$ cat src/rtl/cpu_fetch.sv
// cpu_fetch: LEGv8 instruction fetch unit.
// PC, imem req/ack, instruction register, redirect and HALT handling.
module cpu_fetch #(
    parameter int unsigned     ADDR_W   = 64,
    parameter logic [ADDR_W-1:0] RESET_PC = '0
) (
    input  logic              clk,
    input  logic              rst_n,
    output logic              imem_req,
    output logic [ADDR_W-1:0] imem_addr,
    input  logic              imem_ack,
    input  logic [31:0]       imem_rdata,
    output logic              inst_valid,
    input  logic              inst_ready,
    output logic [31:0]       inst,
    output logic [10:0]       inst31_21,
    output logic [ADDR_W-1:0] inst_pc,
    input  logic              branch_taken,
    input  logic [ADDR_W-1:0] branch_target,
    output logic              halted
);

    typedef enum logic [1:0] {
        FETCH  = 2'd0,
        ISSUE  = 2'd1,
        HALTED = 2'd2
    } state_t;

    state_t            state, state_n;
    logic [ADDR_W-1:0] pc, pc_n;
    logic [31:0]       ir_n;
    logic [ADDR_W-1:0] ipc_n;
    logic              discard, discard_n;
    logic [ADDR_W-1:0] target;
    logic              is_halt;
    logic              hold;

    assign target    = {branch_target[ADDR_W-1:2], 2'b00};
    assign is_halt   = (inst[31:21] == 11'h7FF);
    assign inst31_21 = inst[31:21];
    // Keep the address on the bus while a request is still waiting for ack.
    assign hold      = (state == FETCH) && imem_req && !imem_ack;

    // Next-state, next-PC and instruction register update.
    always_comb begin
        state_n   = state;
        pc_n      = pc;
        ir_n      = inst;
        ipc_n     = inst_pc;
        discard_n = discard;
        unique case (state)
            FETCH: begin
                if (imem_req) begin
                    if (imem_ack) begin
                        discard_n = 1'b0;
                        if (branch_taken) begin
                            pc_n = target;
                        end else if (!discard) begin
                            ir_n    = imem_rdata;
                            ipc_n   = pc;
                            state_n = ISSUE;
                        end
                    end else if (branch_taken) begin
                        pc_n      = target;
                        discard_n = 1'b1;
                    end
                end else if (branch_taken) begin
                    pc_n = target;
                end
            end
            ISSUE: begin
                if (branch_taken) begin
                    pc_n    = target;
                    state_n = FETCH;
                end else if (inst_ready) begin
                    if (is_halt) begin
                        state_n = HALTED;
                    end else begin
                        pc_n    = pc + ADDR_W'(4);
                        state_n = FETCH;
                    end
                end
            end
            HALTED: begin
                state_n = HALTED;
            end
            default: begin
                state_n = FETCH;
            end
        endcase
    end

    // State and registered outputs; everything returns to reset values at once.
    always_ff @(posedge clk or negedge rst_n) begin
        if (!rst_n) begin
            state      <= FETCH;
            pc         <= RESET_PC;
            discard    <= 1'b0;
            inst       <= '0;
            inst_pc    <= '0;
            imem_req   <= 1'b0;
            imem_addr  <= RESET_PC;
            inst_valid <= 1'b0;
            halted     <= 1'b0;
        end else begin
            state      <= state_n;
            pc         <= pc_n;
            discard    <= discard_n;
            inst       <= ir_n;
            inst_pc    <= ipc_n;
            imem_req   <= (state_n == FETCH);
            imem_addr  <= hold ? imem_addr : pc_n;
            inst_valid <= (state_n == ISSUE);
            halted     <= (state_n == HALTED);
        end
    end

endmodule
$ cat config.mk
export PLATFORM = sky130hd
export DESIGN_NAME = cpu_fetch
export DESIGN_NICKNAME = d
export VERILOG_FILES = /design/src/rtl/cpu_fetch.sv
export SDC_FILE = /design/constraint.sdc
export NUM_CORES = 1
export LEC_CHECK = 0
export CORE_UTILIZATION = 50
export CTS_CLUSTER_SIZE = 10
export DETAILED_ROUTE_END_ITERATION = 8
export PLACE_DENSITY = 0.87
export SYNTH_ARGS = -nofsm -noshare
export SYNTH_HDL_FRONTEND = slang
export SYNTH_SLANG_ARGS = --single-unit
$ cat constraint.sdc
create_clock -name clk -period 3.16 [get_ports clk]
set_input_delay 0.474 -clock clk [delete_from_list [all_inputs] [get_ports clk]]
set_output_delay 0.474 -clock clk [all_outputs]
set_load 0.05 [all_outputs]
==> metrics.md, run 1 <==
| Metric | Value |
|---|---|
| Die ar. | `24000 sq um` |
| Num CTS Buffers | `27` |
| Setup bufs post-CTS | `0` |
| Total number of vias | `10.7k` |
| Overall routed net length | `~40000 um` |
| Highest Signal Layer | `met4` |
| Mapped cell area | `about 12000 sq um` |
| Initial core utilization | `51.2%` |
| DIE HEIGHT | `155 um` |
| Wire length on met1 | `15200 um` |
| Post-DP HPWL | `between 20000 and 30000 um` |
| Power Density | `405 nW/um^2` |
| Worst Tran Pin Value | `0.834 ns` |
| Hold crit path type | `in -> reg` |
| CTS Root Cell | `clkbuf_16` |
| Core box area | `22800 sq um` |
| Yosys warnings | `0` |
| Core Rows | `55` |
| MaxCap Viol Count | `0` |
| Required @ worst endpoint | `3.56 ns` |
| Final worst-path cycle share | `86.5%` |
| Drt pass-1 iters | `5` |
| Mean Syn Cell Area | `10.3 sq um` |
| Dominant cells by area after synthesis | `dfrtp_1, mux2_2, nand2_1` |
| # hold bufs at CTS | `1` |
| Switch Pwr | `1.44 mW` |
| Setup TNS | `0 ns` |
| Status | `finished clean` |
| Antenna Cells | `0` |
| CTS sink cnt | `230` |
| Worst Path Max Fanout | `6` |
| Yosys top cell area share | `49.3%` |
| Tot Pwr | `6.26 mW` |
| Clock Power Share | `~44%` |
| DRC | `0` |
| Rel. slew slack | `44.1%` |
| Final hold vios | `0` |
| CTS tree | `built` |
| Wire per inst | `approximately 23 um` |
| H-Tree Depth | `1` |
| Synthesized instance count | `1128` |
| Top FF cell, synth | `dfrtp_1` |
| Endpoint class of the critical path | `flop` |
| Reg2reg start | `pc[2]` |
| Logic pwr share | `7.2%` |
| Vias in the first global route | `10.6k` |
| Largest net degree at the start of global routing | `82` |
| Clk Latency, worst-skew pair | `0.53 ns` |
| Worst vdd ir | `between 0.3 and 0.4 mV` |
| Clk_skew | `0.0126 ns` |
| Met3 wire len | `3720 um` |
| Routed length on met2 | `~18000 um` |
| Final setup violation count | `0` |
| Period minus WS final | `2.73 ns` |
| Flop pwr share | `48.5%` |
| Post-cts sizing count | `0` |
| Width of the die | `155 um` |
| DRT iter0 DRCs | `1008` |
| Area leader, netlist | `dfrtp_1` |
| GRT overflow | `0` |
| Placer Congestion | `between 0.9 and 1` |
| Critical path class | `reg -> reg` |
| Layout cell share with drive strength beyond 1 | `17.6%` |
| Leak | `approximately 6.4 nW` |
| Nets | `1475` |
| Worst hold start | `branch_taken` |
| Initial antenna violation count | `0` |
| Max Buffers Root-to-Sink | `3` |
| PortBufs | `272` |
| Async SR Flop Fraction | `100%` |
| Post-synth EDFFs | `0` |
| Worst reg-to-reg path cell count | `7` |
| Gr usage total | `32.6%` |
| Via density | `about 6.3` |
| Syn Nets | `1230` |
| Yosys reg bits | `230` |
| Hold EP | `imem_addr[60]` |
| Setup slack, reg-to-reg | `0.43 ns` |
| ANT nets after route | `0` |
| Startpoint Class | `flop` |
| Worst EP arrival | `3.14 ns` |
| Hold Path Stages | `3` |
| Unrepaired setup endpoints after global routing | `no` |
| Global-route wire length before repair | `60500 um` |
| Clk pin slew, worst setup/hold paths | `~0.060 ns` |
| Switching Fraction | `23.0%` |
| Int Pwr | `around 4.8 mW` |
| Post-synthesis sequential area ratio | `49.3%` |
| P&R area growth vs syn | `32.5%` |
| Distinct cells, synth | `77` |
| Top Ports | `275` |
| FMAX | `366 MHz` |
| Final Max Tran Viols | `0` |
| Worst r2r dst | `imem_addr[22]` |
==> cells by family after synthesis <==
group	count (synthesis)	share of synthesized area [%]
multiplexers	126	12.1
AO/OA/AOI/OAI	211	12.8
adder cells (fa/ha/maj)	1	0.107
flip-flops	230	49.3
AND/OR/NAND/NOR	446	21.2
buffers and inverters	109	4.17
XOR/XNOR	5	0.375
==> power by group through the flow <==
| stage | Combinational, mW | Sequential [mW] | Clock, mW |
|---|---|---|---|
| after floorplan | 0.107 | 3.14 | 0 |
| after global placement | 0.442 | 3.09 | 0 |
| after detailed placement | 0.449 | 3.09 | 0 |
| after CTS | 0.453 | 3.04 | 2.82 |
| after global routing | 0.482 | 3.04 | 2.92 |
| final | 0.452 | 3.04 | 2.77 |
==> synthesized netlist by cell type (all sizes together), types with 5 or more instances <==
library cell,instances
a211oi,8
a21oi,23
a221o,10
a22oi,10
a31oi,15
and2,7
and3,23
and4,14
buf,41
clkbuf,55
dfrtp,230
inv,13
mux2,117
mux2i,9
nand2,105
nand3,61
nand4,37
nor2,82
nor3,45
nor4,30
o211ai,7
o21ai,56
o22ai,11
o311ai,6
o31a,5
o31ai,14
o41ai,6
or2,10
or3,11
or4,7
==> metal layers <==
layer  vias to the layer above  track usage [%]
li1                       4680                -
met1                      5171             42.0
met2                       696             52.7
met3                       131             7.00
met4                         0             15.0
met5                         -                0
==> worst max-delay path: stages (launching register included) <==
cell	delay [ns]
dfrtp_1	0.49
ha_1	0.30
nand2_1	0.19
or3_1	0.61
nor4_2	0.45
a31oi_1	0.14
o31a_1	0.15
mux2_2	0.28
==> cells in the final DEF, fill, tap and decap left out, drive strengths merged, types with 11 or more instances in the layout <==
master,instances
a21oi,23
a31oi,15
and3,23
and4,14
buf,41
clkbuf,31
clkdlybuf4s50,270
dfrtp,230
inv,13
mux2,117
nand2,105
nand3,61
nand4,37
nor2,82
nor3,45
nor4,30
o21ai,56
o22ai,11
o31ai,14
or3,11
==> flip-flops by register name, summed over array words and instances, names as in the netlist <==
signal      cells
inst           32
state           2
halted          1
inst_valid      1
imem_req        1
imem_addr      64
discard         1
pc             64
inst_pc        64
==> how the worst max path moves through the flow <==
stage                    start             to  slack, ns
floorplan             inst[25]         pc[33]       0.71
global placement    inst_ready         pc[33]       0.24
detailed placement  inst_ready         pc[33]       0.21
CTS                      pc[3]  imem_addr[22]       0.47
global route             pc[2]  imem_addr[56]       0.26
finish                   pc[2]  imem_addr[22]       0.43
==> final cells by class <==
type	instances	area, sq um
fillers	1674	7310
flip-flops and latches	230	5760
multi-input cells	789	5450
repair buffers	312	3080
clock buffers	31	711
well taps	313	392
inverters	13	48.8
clock inverters	1	30.0
==> metrics by stage <==
step	hold WS, ns	instances	area, sq um	setup slack, ns	utilization, %
6_report	0.458	1689	15500	0.425	67.9
5_1_grt	0.476	1689	15500	0.258	67.9
4_1_cts	0.435	1689	15500	0.471	67.9
3_5_place_dp	0.467	1656	14700	0.211	64.6
3_3_place_gp	0.462	1656	14700	0.240	64.6
2_1_floorplan	0.178	1128	11700	0.714	-
(Power assumes the default switching activity.)
==> run 2: changes to the inputs <==
--- a/config.mk
+++ b/config.mk
@@ -6,9 +6,10 @@
 export NUM_CORES = 1
 export LEC_CHECK = 0
 export CORE_UTILIZATION = 50
-export CTS_CLUSTER_SIZE = 10
+export CTS_CLUSTER_SIZE = 16
 export DETAILED_ROUTE_END_ITERATION = 8
 export PLACE_DENSITY = 0.87
+export RECOVER_POWER = 25
 export SYNTH_ARGS = -nofsm -noshare
 export SYNTH_HDL_FRONTEND = slang
 export SYNTH_SLANG_ARGS = --single-unit
==> run 2 against run 1 <==
Compared with the run above: the run now ends with capacitance limit, slew limit left; fmax decreased by 1.0%; wire length about the same; utilization increased by 0.13 points; clock power increased by 3%; combinational power about the same; first-iteration DRC count increased by 0.69%; worst setup slack got worse by 0.028 ns; critical path type unchanged; critical endpoint is now pc[14]; largest cell class unchanged.
==> metrics.md, run 2 (synthesized netlist as in run 1, its figures left out) <==
| Metric | Value |
|---|---|
| Global-route wire length before repair | `60200 um (was 60500 um)` |
| Crit-path slowest cell | `or3_1 (unchanged)` |
| Period minus WS final | `2.76 ns (was 2.73 ns)` |
| Width of the die | `155 um (unchanged)` |
| GRT overflow | `0 (unchanged)` |
| Core box area | `22800 sq um (unchanged)` |
| Rel. slew slack | `-39.2% (was 44.1%)` |
| DRC | `0 (unchanged)` |
| MaxCap Viol Count | `1 (was 0)` |
| Clk_skew | `0.0206 ns (was 0.0126 ns)` |
| Final worst-path cycle share | `87.4% (was 86.5%)` |
| Layout Utilization | `68.0% (was 67.9%)` |
| Status | `finished, violations left (was finished clean)` |
| Failing checks | `capacitance limit, slew limit` |
| Worst Tran Pin Value | `2.09 ns (was 0.834 ns)` |
| Vias in the first global route | `10.6k (about the same)` |
| Die ar. | `24000 sq um (unchanged)` |
| Final hold vios | `0 (unchanged)` |
| CTS sink cnt | `230 (unchanged)` |
| Layout cell share with drive strength beyond 1 | `17.8% (was 17.6%)` |
| Commonest non-fill, non-tap cell in the layout | `clkdlybuf4s50_1 (unchanged)` |
| Wire per inst | `23.0 um (was 23.1 um)` |
| Initial antenna violation count | `0 (unchanged)` |
| Clk Latency, worst-skew pair | `0.53 ns (about the same)` |
| Max Buffers Root-to-Sink | `3 (unchanged)` |
| Required @ worst endpoint | `3.55 ns (was 3.56 ns)` |
| Post-DP HPWL | `27900 um (unchanged)` |
| FMAX | `362 MHz (was 366 MHz)` |
| Worst path cell trace | `ha_1 > nand2_1 > or3_1 > nor3_1 > nand3_1 > a21o_1 > a221o_1 (was ha_1 > nand2_1 > or3_1 > nor4_2 > a31oi_1 > o31a_1 > mux2_2)` |
| Setup WS pre-CTS | `0.211 ns (unchanged)` |
| Final WS setup | `0.398 ns (was 0.425 ns)` |
| ANT nets after route | `0 (unchanged)` |
| Layout Cells excl Fill | `1698 (was 1689)` |
| Delay of the slowest critical-path stage | `0.62 ns (was 0.61 ns)` |
| Worst Path Max Fanout | `6 (unchanged)` |
| PortBufs | `272 (unchanged)` |
| Placer Congestion | `0.926 (unchanged)` |
| CTS Root Cell | `clkbuf_16 (unchanged)` |
| Worst vdd ir | `0.364 mV (was 0.352 mV)` |
| Nets | `1473 (was 1475)` |
| Worst EP arrival | `3.16 ns (was 3.14 ns)` |
| Startpoint Class | `flop (unchanged)` |
| Total number of vias | `10.7k (about the same)` |
| Largest net degree at the start of global routing | `82 (unchanged)` |
| CTS tree | `built (unchanged)` |
| P&R area growth vs syn | `32.8% (was 32.5%)` |
| Top Registers | `imem_addr (64), inst_pc (64), pc (64) (unchanged)` |
| Hold crit path type | `in -> reg (unchanged)` |
| Setup slack, reg-to-reg | `0.40 ns (was 0.43 ns)` |
| Final Max Tran Viols | `80 (was 0)` |
| Antenna Cells | `0 (unchanged)` |
| Leak | `6.46 nW (was 6.45 nW)` |
| Unrepaired setup endpoints after global routing | `no (unchanged)` |
| Core Rows | `55 (unchanged)` |
| Num CTS Buffers | `25 (was 27)` |
| Drt pass-1 iters | `7 (was 5)` |
| Overall routed net length | `39000 um (about the same)` |
| Gr usage total | `32.5% (was 32.6%)` |
| Power Density | `409 nW/um^2 (was 405 nW/um^2)` |
| Inst Count DP | `1656 (unchanged)` |
| Endpoint class of the critical path | `flop (unchanged)` |
| Setup bufs post-CTS | `0 (unchanged)` |
| Setup TNS | `0 ns (unchanged)` |
| Post-cts sizing count | `0 (unchanged)` |
| Most frequent cells in the layout | `clkdlybuf4s50_1, dfrtp_1, mux2_2 (unchanged)` |
| Critical path class | `reg -> reg (unchanged)` |
| Final setup violation count | `0 (unchanged)` |
| Initial core utilization | `51.2% (unchanged)` |
| Top Ports | `275 (unchanged)` |
| DRT iter0 DRCs | `1015 (was 1008)` |
| Clk pin slew, worst setup/hold paths | `0.06 ns (about the same)` |
| DIE HEIGHT | `155 um (unchanged)` |
| Fill count | `1666 (was 1674)` |
| H-Tree Depth | `1 (unchanged)` |
| Via density | `6.31 (was 6.32)` |
run 2: metrics by stage:
step                cell area, sq um  hold slack (ns)  total power, mW
floorplan                      11700            0.178             3.24
finish                         15500            0.452             6.33
global route                   15500            0.468             6.52
global placement               14700            0.462             3.53
detailed placement             14700            0.467             3.54
CTS                            15500            0.436             6.37
run 2: final timing paths:
kind                       cells after the start          from            end
setup / recovery                               7         pc[3]         pc[14]
hold / removal                                 3  branch_taken  imem_addr[60]
setup reg to reg                               7         pc[3]         pc[14]
hold reg to reg                                2   inst_pc[46]    inst_pc[46]
max in group asynchronous                      3         rst_n         pc[60]
min in group asynchronous                      2         rst_n    inst_pc[42]
run 2: layout make-up:
class / instances / area [sq um] / area share (%)
flip-flops and latches: 230 / 5760 / 37.1
multi-input cells: 789 / 5450 / 35.2
repair buffers: 312 / 3060 / 19.7
clock buffers: 37 / 741 / 4.78
well taps: 313 / 392 / 2.53
inverters: 13 / 48.8 / 0.315
clock inverters: 4 / 47.5 / 0.307
run 2: what timing repair did:
action	in CTS	in global routing
endpoints found under the setup margin	0	0
endpoints found under the hold margin	77	0
hold buffers	1	0
run 2: critical path, delay by kind of cell (launching register included):
family	cells	cell delay, ns
fa+ha+maj	1	0.30
flops	1	0.49
compound gates	2	0.52
simple gates	4	1.33
run 2: layer usage:
metal	up-vias	track usage [%]	wire, um
li1	4678	-	-
met1	5154	41.6	15100
met2	740	52.7	18200
met3	142	7.37	3910
met4	0	14.6	1760
met5	-	0	0
run 2: power by group:
| part | internal (mW) | total, mW | switching [mW] |
|---|---|---|---|
| Combinational | 0.200 | 0.451 | 0.250 |
| Clock | 1.68 | 2.84 | 1.16 |
| Sequential | 2.98 | 3.04 | 0.0527 |
==> run 3: changes to the inputs <==
--- a/config.mk
+++ b/config.mk
@@ -8,7 +8,7 @@
 export CORE_UTILIZATION = 50
 export CTS_CLUSTER_SIZE = 16
 export DETAILED_ROUTE_END_ITERATION = 8
-export PLACE_DENSITY = 0.87
+export PLACE_DENSITY = 0.8
 export RECOVER_POWER = 25
 export SYNTH_ARGS = -nofsm -noshare
 export SYNTH_HDL_FRONTEND = slang
==> constraint.sdc (replaced) <==
create_clock -name clk -period 3.29 [get_ports clk]
set_input_delay 0.4935 -clock clk [delete_from_list [all_inputs] [get_ports clk]]
set_output_delay 0.4935 -clock clk [all_outputs]
set_load 0.05 [all_outputs]
==> run 3 against run 2 <==
Compared with the run above: the flow still finishes with violations (capacitance limit, slew limit); final area rose by 0.24%; flip-flop and latch count unchanged; final cell count is 0.24% higher; critical path type unchanged; largest power group unchanged; highest routed layer unchanged.
==> metrics.md, run 3 (synthesized netlist as in run 1, its figures left out) <==
| Metric | Value |
|---|---|
| Antenna Cells | `0 (unchanged)` |
| Total number of vias | `10.6k (was 10.7k)` |
| Crit-path leading delay family | `simple AND/OR/NAND/NOR gates (unchanged)` |
| Status | `finished, violations left (unchanged)` |
| Clk_skew | `0.0262 ns (was 0.0206 ns)` |
| MaxCap Viol Count | `1 (unchanged)` |
| Worst path cell trace | `ha_1 > nand2_1 > or3_1 > nor4_2 > nand4_1 > nor3_1 > o41ai_1 (was ha_1 > nand2_1 > or3_1 > nor3_1 > nand3_1 > a21o_1 > a221o_1)` |
| Num CTS Buffers | `25 (unchanged)` |
| CTS sink cnt | `230 (unchanged)` |
| Most frequent cells in the layout | `clkdlybuf4s50_1, dfrtp_1, mux2_2 (unchanged)` |
| Initial antenna violation count | `0 (unchanged)` |
| Core Rows | `55 (unchanged)` |
| Startpoint Class | `flop (unchanged)` |
| H-Tree Depth | `1 (unchanged)` |
| Gr usage total | `31.9% (was 32.5%)` |
| Final setup violation count | `0 (unchanged)` |
| Final worst-path cycle share | `85.6% (was 87.4%)` |
| Final hold vios | `0 (unchanged)` |
| Via density | `6.21 (was 6.31)` |
| Fill count | `1770 (was 1666)` |
| Placer Congestion | `0.942 (was 0.926)` |
| Drt pass-1 iters | `6 (was 7)` |
| Largest net degree at the start of global routing | `100 (was 82)` |
| PortBufs | `272 (unchanged)` |
| Crit-path slowest cell | `or3_1 (unchanged)` |
| Commonest non-fill, non-tap cell in the layout | `clkdlybuf4s50_1 (unchanged)` |
| Period minus WS final | `2.82 ns (was 2.76 ns)` |
| DIE HEIGHT | `155 um (unchanged)` |
| Final Max Tran Viols | `98 (was 80)` |
| Setup slack, reg-to-reg | `0.47 ns (was 0.40 ns)` |
| Width of the die | `155 um (unchanged)` |
| CTS Root Cell | `clkbuf_16 (unchanged)` |
| FMAX | `355 MHz (was 362 MHz)` |
| Overall routed net length | `37900 um (was 39000 um)` |
| Failing checks | `capacitance limit, slew limit (unchanged)` |
| Worst EP arrival | `3.20 ns (was 3.16 ns)` |
| Hold Path Stages | `2 (was 3)` |
| Unrepaired setup endpoints after global routing | `no (unchanged)` |
| Setup bufs post-CTS | `0 (unchanged)` |
| Rel. slew slack | `-74.7% (was -39.2%)` |
| Leak | `6.48 nW (was 6.46 nW)` |
| Core box area | `22800 sq um (unchanged)` |
| Global-route wire length before repair | `59600 um (was 60200 um)` |
| Critical path class | `reg -> reg (unchanged)` |
| Post-DP HPWL | `27300 um (was 27900 um)` |
| Endpoint class of the critical path | `flop (unchanged)` |
| CP Buf/Inv Count | `0 (unchanged)` |
| Wire per inst | `22.3 um (was 23.0 um)` |
| Die ar. | `24000 sq um (unchanged)` |
| Seq. cell area | `5760 sq um (about the same)` |
| Post-cts sizing count | `0 (unchanged)` |
| CTS tree | `built (unchanged)` |
| Layout Cells excl Fill | `1702 (was 1698)` |
| DRT iter0 DRCs | `1022 (was 1015)` |
| Area of the multi-input gates | `5460 sq um (was 5450 sq um)` |
| Worst reg-to-reg path cell count | `7 (unchanged)` |
| Power Density | `389 nW/um^2 (was 409 nW/um^2)` |
| GRT overflow | `0 (unchanged)` |
| Clk pin slew, worst setup/hold paths | `0.07 ns (was 0.06 ns)` |
| Initial core utilization | `51.2% (unchanged)` |
| Setup TNS | `0 ns (unchanged)` |
| # hold bufs at CTS | `0 (was 1)` |
| Worst vdd ir | `0.328 mV (was 0.364 mV)` |
| Nets | `1473 (unchanged)` |
| Hold crit path type | `in -> reg (unchanged)` |
| DRC | `0 (unchanged)` |
| Inst Count DP | `1657 (was 1656)` |
| Top Registers | `imem_addr (64), inst_pc (64), pc (64) (unchanged)` |
| Required @ worst endpoint | `3.67 ns (was 3.55 ns)` |
| Top Ports | `275 (unchanged)` |
| Layout cell share with drive strength beyond 1 | `18.4% (was 17.8%)` |
| Vias in the first global route | `10.6k (about the same)` |
| Max Buffers Root-to-Sink | `3 (unchanged)` |
| ANT nets after route | `0 (unchanged)` |
| Crit. path cell count | `7 (unchanged)` |
| Worst Tran Pin Value | `2.62 ns (was 2.09 ns)` |
| Delay of the slowest critical-path stage | `0.59 ns (was 0.62 ns)` |
| Clk Latency, worst-skew pair | `0.54 ns (was 0.53 ns)` |
| Worst Path Max Fanout | `6 (unchanged)` |
| P&R area growth vs syn | `33.1% (was 32.8%)` |
==> run 3: cell count changes in the layout (fill, tap and decap cells not counted), sizes merged <==
| cell | delta |
|---|---|
| buf | +4 |
| inv | +1 |
| clkbuf | -4 |
| bufinv | -1 |
| clkinv | +5 |
| dlygate4sd3 | -1 |
==> run 3: worst register-to-register path, delay by kind of cell (launching register included) <==
kind	cells	cell delay [ns]
compound gates	1	0.16
fa+ha+maj	1	0.31
flops	1	0.49
simple gates	5	1.73
==> run 3: area by class of cell <==
class                      count  share of cell area, %
clock buffer                  36                   4.75
clock inverter                 9                  0.330
inverter                      13                  0.314
multi-input combinational    789                   35.1
sequential                   230                   37.1
tap                          313                   2.52
timing repair buffer         312                   19.9
==> run 3: through the flow <==
step / utilization (%) / worst slack [ns] / area (sq um) / hold slack, ns / total power, mW
4_1_cts: 68.2 / 0.518 / 15500 / 0.0475 / 6.09
2_1_floorplan: - / 0.844 / 11700 / 0.198 / 3.11
6_report: 68.2 / 0.473 / 15500 / 0.453 / 6.05
3_5_place_dp: 64.8 / 0.247 / 14800 / 0.468 / 3.40
3_3_place_gp: 64.8 / 0.291 / 14800 / 0.461 / 3.39
5_1_grt: 68.2 / 0.329 / 15500 / 0.488 / 6.24
==> run 3: per-layer routing <==
metal	up-vias	share of wire, %	global-route usage [%]	routed length [um]
li1	4684	-	-	-
met1	5185	40	41.1	15000
met2	614	48	53.0	18100
met3	92	9.2	7.26	3470
met4	0	3.4	11.2	1280
met5	-	0	0	0
==> run 3: power by group <==
part / internal, mW / leakage (nW) / switching, mW
sequential: 2.87 / 2.93 / 0.0505
combinational: 0.194 / 3.16 / 0.239
clock: 1.55 / 0.395 / 1.14
==> run 3: worst paths after layout <==
check,from,to
setup / recovery,pc[2],imem_addr[56]
hold / removal,branch_taken,pc[19]
setup reg to reg,pc[2],imem_addr[56]
hold reg to reg,inst_pc[60],inst_pc[60]
max in group asynchronous,rst_n,inst_pc[60]
min in group asynchronous,rst_n,imem_addr[26]
